===== src/rtl/rf_write_arbiter.sv =====
// rf_write_arbiter: owns the register file write port; zero sweep after reset, then WB/secondary arbitration with anti-starvation
module rf_write_arbiter #(
  parameter int NREG = 32,
  parameter int XLEN = 32,
  parameter int AW = 5,
  parameter int STARVE_MAX = 4
) (
  input  logic            CLK,
  input  logic            RST,
  input  logic            WB_EN,
  input  logic [AW-1:0]   WB_WA,
  input  logic [XLEN-1:0] WB_WD,
  input  logic            SEC_VALID,
  input  logic [AW-1:0]   SEC_WA,
  input  logic [XLEN-1:0] SEC_WD,
  output logic            SEC_READY,
  output logic            PIPE_STALL,
  output logic            INIT_BUSY,
  output logic            RF_EN,
  output logic [AW-1:0]   RF_WA,
  output logic [XLEN-1:0] RF_WD
);
  localparam int SW = $clog2(STARVE_MAX + 1);
  typedef enum logic {CLEAR, RUN} state_t;
  state_t fsm, fsm_nxt;
  logic [AW-1:0] clr_cnt;
  logic [SW-1:0] starve_cnt;
  logic wb_req, sec_req, sec_drop, force_sec, grant_sec, grant_wb;
  assign wb_req    = WB_EN & (WB_WA != '0);
  assign sec_req   = SEC_VALID & (SEC_WA != '0);
  assign sec_drop  = SEC_VALID & (SEC_WA == '0);
  assign force_sec = sec_req & (starve_cnt == SW'(STARVE_MAX));
  assign grant_sec = sec_req & (force_sec | !wb_req);
  assign grant_wb  = wb_req & !grant_sec;
  always_ff @(posedge CLK) begin
    if (RST) begin
      fsm <= CLEAR;
      clr_cnt <= AW'(1);
      starve_cnt <= '0;
    end else begin
      fsm <= fsm_nxt;
      if (fsm == CLEAR) clr_cnt <= clr_cnt + 1'b1;
      if (fsm == CLEAR || !SEC_VALID || SEC_READY) starve_cnt <= '0;
      else if (sec_req && starve_cnt != SW'(STARVE_MAX)) starve_cnt <= starve_cnt + 1'b1;
    end
  end
  always_comb begin
    fsm_nxt = fsm;
    INIT_BUSY = 1'b1;
    PIPE_STALL = 1'b1;
    SEC_READY = 1'b0;
    RF_EN = 1'b1;
    RF_WA = clr_cnt;
    RF_WD = '0;
    if (fsm == CLEAR) begin
      fsm_nxt = (clr_cnt == AW'(NREG - 1)) ? RUN : CLEAR;
    end else begin
      INIT_BUSY = 1'b0;
      SEC_READY = sec_drop | grant_sec;
      PIPE_STALL = grant_sec & wb_req;
      RF_EN = grant_sec | grant_wb;
      RF_WA = grant_sec ? SEC_WA : grant_wb ? WB_WA : '0;
      RF_WD = grant_sec ? SEC_WD : grant_wb ? WB_WD : '0;
    end
  end
endmodule


===== config.mk =====
export PLATFORM = sky130hd
export DESIGN_NAME = rf_write_arbiter
export DESIGN_NICKNAME = d
export VERILOG_FILES = /design/src/rtl/rf_write_arbiter.sv
export SDC_FILE = /design/constraint.sdc
export NUM_CORES = 1
export LEC_CHECK = 0
export CAP_MARGIN = 30
export CORE_MARGIN = 4
export CORE_UTILIZATION = 29
export CTS_BUF_LIST = sky130_fd_sc_hd__clkbuf_4
export DETAILED_ROUTE_END_ITERATION = 16
export PLACE_DENSITY = 0.84
export SLEW_MARGIN = 25
export SYNTH_ARGS = -nofsm -noshare
export SYNTH_HDL_FRONTEND = slang
export SYNTH_SLANG_ARGS = --single-unit

===== constraint.sdc =====
create_clock -name CLK -period 4.33 [get_ports CLK]
set_input_delay 0.433 -clock CLK [delete_from_list [all_inputs] [get_ports CLK]]
set_output_delay 0.433 -clock CLK [all_outputs]
set_load 0.05 [all_outputs]

==> results of run 1 <==
[critical path: cells and delay by family]
| family | cells | cell delay [ns] |
|---|---|---|
| buffers and inverters | 2 | 1.23 |
| and+or+nand+nor | 2 | 0.84 |
| AOI/OAI and AO/OA | 2 | 0.51 |
[through the flow]
step	power (mW)	worst slack, ns
3_5_place_dp	0.210	0.866
6_report	0.282	0.876
2_1_floorplan	0.124	1.77
4_1_cts	0.284	0.874
3_3_place_gp	0.206	0.937
5_1_grt	0.295	0.797
[metal layers]
| layer | routed length (um) | vias to the layer above | track usage |
|---|---|---|---|
| met1 | 1760 | 641 | 0.215 |
| met5 | 0 | - | 0 |
| met3 | 504 | 4 | 0.0595 |
| met4 | 44 | 0 | 0.0457 |
| met2 | 2570 | 73 | 0.418 |
| li1 | - | 673 | - |
[Yosys cell counts (2+ instances only)]
cell / number
nor2b_1: 7
nor2_1: 14
inv_1: 3
and3_1: 2
a211oi_1: 2
buf_6: 3
ha_1: 4
a221o_1: 4
a22o_1: 3
mux2i_1: 3
clkbuf_1: 2
a21oi_1: 3
a22o_2: 29
nand2_1: 6
dfxtp_1: 9
nand3_1: 3
xnor2_1: 2
[how the worst max path moves through the flow]
| stage | from | to | depth (start not counted) |
|---|---|---|---|
| after global placement | WB_WA[1] | RF_WA[0] | 6 |
| after floorplan | WB_WA[1] | RF_WD[1] | 5 |
| final | WB_WA[1] | RF_WA[0] | 6 |
| after global routing | WB_WA[1] | RF_WA[0] | 6 |
| after detailed placement | WB_WA[1] | RF_WA[0] | 6 |
| after CTS | WB_WA[1] | RF_WA[0] | 6 |
[kinds of logic after synthesis]
group,Yosys count
adders and majority gates,4
and+or+nand+nor,36
muxes,3
xor gates and xnor gates,3
buffers and inverters,10
AOI/OAI and AO/OA,47
DFF,9
[power groups by stage]
stage               registers, mW  logic, mW  clock network [mW]
CTS                        0.0902      0.118              0.0758
finish                     0.0902      0.118              0.0736
global route               0.0909      0.124              0.0795
global placement           0.0919      0.114                   0
floorplan                  0.0911     0.0328                   0
detailed placement         0.0920      0.118                   0
[flip-flops by register name (all words and copies together) (netlist names)]
name	count
fsm	1
starve_cnt	3
clr_cnt	5
[layout make-up]
type / count / area (um^2)
Timing Repair Buffer: 120 / 1120
Multi-Input combinational cell: 93 / 751
Sequential cell: 9 / 180
Inverter: 3 / 11.3
Clock buffer: 4 / 30.0
Fill cell: 290 / 1010
Tap cell: 44 / 55.1
==> metrics.md, run 1 <==
| Metric | Value |
|---|---|
| Register bit total from synthesis | `9` |
| Most frequent cells in the layout | `86 x clkdlybuf4s50_1, 34 x buf_4, 29 x a22o_2, 14 x nor2_1, 9 x dfxtp_1` |
| Ys async rst share | `0` |
| Switching Fraction | `0.265` |
| Prevailing post-synth register cell | `dfxtp_1` |
| CORE AREA | `3150 um^2` |
| Dominant cell type by area after synthesis | `a22o_2` |
| F_max | `290 MHz` |
| # H-tree levels | `1` |
| Critical path class | `input pin to primary output` |
| Mux contribution to synthesized area | `0.0307` |
| Tcrit/Tclk final | `0.798` |
| Sequential share of the synthesized area | `0.184` |
| Port buffer count | `118` |
| Synth Area in XOR/XNOR | `0.0268` |
| Final ANT Viol Nets | `0` |
| Dpl cell area | `2110 um^2` |
| Total of max-cap violations | `0` |
| CP Data Arrival Time | `3.02 ns` |
| Clock root buffer | `clkbuf_4` |
| Largest stage delay, worst path | `0.81 ns` |
| FF-to-FF End | `starve_cnt[1]` |
| Synthesized area per cell | `8.75 um^2` |
| Synth Area in Compound Gates | `0.453` |
| Clock sink count | `9` |
| Initial antenna violation count | `0` |
| CTS tree | `built` |
| Layout cells sized above 1 | `0.314` |
| Worst-Margin Slew | `0.759 ns` |
| Post-synthesis cell area | `980 um^2` |
| Post-Syn Instances | `112` |
| Design Area, Final | `2140 um^2` |
| Crit path launch type | `input pin` |
| Gpl congestion | `0.805` |
| First-pass GRT wire length | `7.16 mm` |
| Post-layout util | `0.680` |
| Status | `finished, final reports clean` |
| Number of CTS-inserted buffers | `3` |
| Vias in the first global route | `1,398` |
| Routed vias/inst | `5.10` |
| Synth area leaders | `a22o_2 30%, dfxtp_1 18%, nor2_1 5.4%` |
| Drt total wl | `4.88 mm` |
| 1st-iter DRT viols | `77` |
| Die area | `4370 um^2` |
| R2R Setup Slk | `2.86 ns` |
| GRT Util Overall | `0.211` |
| Seq pwr share | `0.320` |
| Syn nets | `194` |
| CTS hold repair buffers | `0` |
| RSZ-0062 raised after global routing | `false` |
| Final setup TNS | `0 ns` |
| Remaining DRCs | `0` |
| Synth top area share | `0.296` |
| Clk slew on worst S/H paths | `0.06 ns` |
| # setup viols final | `0` |
| Min-delay src | `clr_cnt[0]` |
| Simple-gate share of the synthesized area | `0.192` |
| Peak VDD IR | `123 uV` |
| GRT overflow | `0` |
| Minimum clock period | `3.45 ns` |
| Hold Vio Cnt, Final | `0` |
| Post-CTS Setup Inserts | `0` |
| P_int | `0.207 mW` |
| Rel. slew slack | `0.488` |
| Worst Path Required | `3.90 ns` |
| Total leakage power | `0.895 nW` |
| Area Growth Syn to Fin | `119%` |
| Most used cell, CP | `clkdlybuf4s50_1` |
| CP endpoint kind | `primary output` |
| Die height | `66.1 um` |
| Wire per inst | `17.9 um` |
| I/O pin cnt | `119` |
| Power per cell area | `131 nW/um^2` |
| Clock latency on the worst-skew pair | `0.27 ns` |
| Largest family of logic cells by synthesized area | `compound AO/OA/AOI/OAI gates` |
| Core Rows | `20` |
| N_diodes | `0` |
| Worst hold path type | `flip-flop to flip-flop` |
| Final hold slack | `0.522 ns` |
| Max FO, Critical Path | `5` |
| Initial Util | `0.311` |
| Adder-cell area share of the yosys netlist | `0.0511` |
| CP Cell Sequence | `clkdlybuf4s50_1 -> or4_4 -> o211a_4 -> nor2_1 -> a221o_1 -> clkdlybuf4s50_1` |
| Synth cell types | `30` |
| Die boundary width | `66.1 um` |
| Vias after detailed routing | `1,391` |
| Longest Clk Path Bufs | `2` |
| Most common cell after layout, fill and taps aside | `clkdlybuf4s50_1` |
| Synth warn | `0` |
| Resized Gates After CTS | `0` |
| Number of synthesized flops with an enable pin | `0` |
| NetSw | `0.0747 mW` |
| Final Max Slew Viols | `0` |
| Clock power frac | `0.261` |
| Worst r2r src | `starve_cnt[1]` |
| Setup Skew | `0.0120 ns` |
| FF-to-FF path depth | `6` |
| Layout Nets | `312` |
| Layout Cells excl Fill | `273` |
| Hold EP | `clr_cnt[0]` |
| Drt pass-1 iters | `4` |
| Post-DP HPWL | `4.19 mm` |
| Combinational group share of total power | `0.418` |
| Worst path slowest cell | `clkdlybuf4s50_1` |
| Cells after DPL | `269` |
| Hold Crit Depth | `2` |
| Largest net degree at the start of global routing | `33` |
Note: power is estimated with default switching activity, not from simulation.
==> run 2, diff against run 1 <==
--- a/config.mk
+++ b/config.mk
@@ -7,10 +7,10 @@
 export LEC_CHECK = 0
 export CAP_MARGIN = 30
 export CORE_MARGIN = 4
-export CORE_UTILIZATION = 29
+export CORE_UTILIZATION = 27
 export CTS_BUF_LIST = sky130_fd_sc_hd__clkbuf_4
 export DETAILED_ROUTE_END_ITERATION = 16
-export PLACE_DENSITY = 0.84
+export PLACE_DENSITY = 0.79
 export SLEW_MARGIN = 25
 export SYNTH_ARGS = -nofsm -noshare
 export SYNTH_HDL_FRONTEND = slang
==> constraint.sdc (replaced) <==
create_clock -name CLK -period 3.5 [get_ports CLK]
set_input_delay 0.35 -clock CLK [delete_from_list [all_inputs] [get_ports CLK]]
set_output_delay 0.35 -clock CLK [all_outputs]
set_load 0.05 [all_outputs]
==> metrics.md, run 2 (synthesized netlist as in run 1, its figures left out) <==
| Metric | Value |
|---|---|
| F_max | `340 MHz` |
| CTS hold repair buffers | `0` |
| Routed vias/inst | `5.18` |
| Vias in the first global route | `1,463` |
| Overall power | `0.349 mW` |
| Layout Nets | `312` |
| Final ANT Viol Nets | `0` |
| Layout cells sized above 1 | `0.336` |
| Max Used Layer | `met4` |
| Most flops, register | `clr_cnt` |
| DP Worst Slack | `0.548 ns` |
| Wire per inst | `19.3 um` |
| 1st-iter DRT viols | `101` |
| Peak VDD IR | `208 uV` |
| Initial Util | `0.287` |
| Final hold slack | `0.518 ns` |
| Metal3 WL | `692 um` |
| Clock latency on the worst-skew pair | `0.27 ns` |
| Final Max Slew Viols | `0` |
| Setup Skew | `0.00904 ns` |
| Detail Route met2 WL | `2.65 mm` |
| Clock root buffer | `clkbuf_4` |
| Post-DP HPWL | `4.56 mm` |
| Die area | `4660 um^2` |
| Power per cell area | `138 nW/um^2` |
| Worst hold path type | `flip-flop to flip-flop` |
| CTS tree | `built` |
| Most common cell after layout, fill and taps aside | `clkdlybuf4s50_1` |
| N_diodes | `0` |
| Worst setup margin | `0.561 ns` |
| First-pass GRT wire length | `7.42 mm` |
| Gpl congestion | `0.810` |
| Post-CTS Setup Inserts | `0` |
| Port buffer count | `118` |
| Area Growth Syn to Fin | `159%` |
| Critical path class | `input pin to primary output` |
| GRT overflow | `0` |
| Number of CTS-inserted buffers | `3` |
| Drt total wl | `5.30 mm` |
| Drt pass-1 iters | `4` |
| Remaining DRCs | `0` |
| Post-layout util | `0.742` |
| Crit path launch type | `input pin` |
| Largest registers | `clr_cnt (5), starve_cnt (3), fsm (1)` |
| CORE AREA | `3420 um^2` |
| Worst Path Required | `3.15 ns` |
| Core Rows | `21` |
| Clock sink count | `9` |
| Max FO, Critical Path | `4` |
| Tcrit/Tclk final | `0.840` |
| GRT Util Overall | `0.215` |
| Die height | `68.2 um` |
| Minimum clock period | `2.94 ns` |
| CP endpoint kind | `primary output` |
| Vias after detailed routing | `1,424` |
| Worst-Margin Slew | `0.755 ns` |
| Die boundary width | `68.2 um` |
| Final setup TNS | `0 ns` |
| Max reg flops | `5` |
| Resized Gates After CTS | `0` |
| Longest Clk Path Bufs | `2` |
| RSZ-0062 raised after global routing | `false` |
| Largest net degree at the start of global routing | `33` |
| Clk slew on worst S/H paths | `0.06 ns` |
| Most frequent cells in the layout | `81 x clkdlybuf4s50_1, 32 x buf_12, 29 x a22o_2, 14 x nor2_1, 9 x dfxtp_1` |
| Hold Vio Cnt, Final | `0` |
| Total leakage power | `0.988 nW` |
| Status | `finished, final reports clean` |
| # setup viols final | `0` |
| Initial antenna violation count | `0` |
| I/O pin cnt | `119` |
| # H-tree levels | `1` |
| Total of max-cap violations | `0` |
| Rel. slew slack | `0.490` |
| CP Data Arrival Time | `2.59 ns` |
| Metal1 wirelength | `1.81 mm` |
==> run 2: changes by cell type in the layout (fill, tap and decap cells not counted) <==
cell	change
buf_12	+32
clkdlybuf4s50_1	-5
buf_4	-27
==> run 2: critical path: stages <==
cell,delay (ns)
clkdlybuf4s50_1,0.43
or4_4,0.56
o211a_4,0.27
a21oi_1,0.13
clkdlybuf4s50_1,0.86
==> run 2: final cells by class <==
type / count / area, um^2
clock buffers: 4 / 30.0
inverters: 3 / 11.3
flip-flops and latches: 9 / 180
multi-input cells: 93 / 751
fillers: 249 / 882
well taps: 46 / 57.6
repair buffers: 120 / 1500
==> run 2: metrics by stage <==
step / instances / cell area, um^2
after floorplan: 112 / 980
final: 275 / 2530
after CTS: 275 / 2530
after detailed placement: 271 / 2500
after global placement: 271 / 2500
after global routing: 275 / 2530
==> run 2: final timing paths <==
kind | from | to | slack [ns] | depth (start not counted)
hold reg to reg | clr_cnt[0] | clr_cnt[0] | 0.52 | 2
setup / recovery | WB_WA[1] | SEC_READY | 0.56 | 5
setup reg to reg | starve_cnt[0] | starve_cnt[0] | 2.05 | 6
hold / removal | clr_cnt[0] | clr_cnt[0] | 0.52 | 2
==> run 2: metal layers <==
| metal | up-vias | GRT usage |
|---|---|---|
| li1 | 674 | - |
| met1 | 658 | 0.217 |
| met2 | 79 | 0.390 |
| met3 | 13 | 0.0870 |
| met4 | 0 | 0.0819 |
| met5 | - | 0 |
==> run 2: report_power, final <==
group | internal (mW) | leakage, nW | total (mW) | switching (mW)
logic | 0.0958 | 0.896 | 0.146 | 0.0501
registers | 0.107 | 0.0733 | 0.112 | 0.00454
clock network | 0.0518 | 0.0184 | 0.0917 | 0.0399
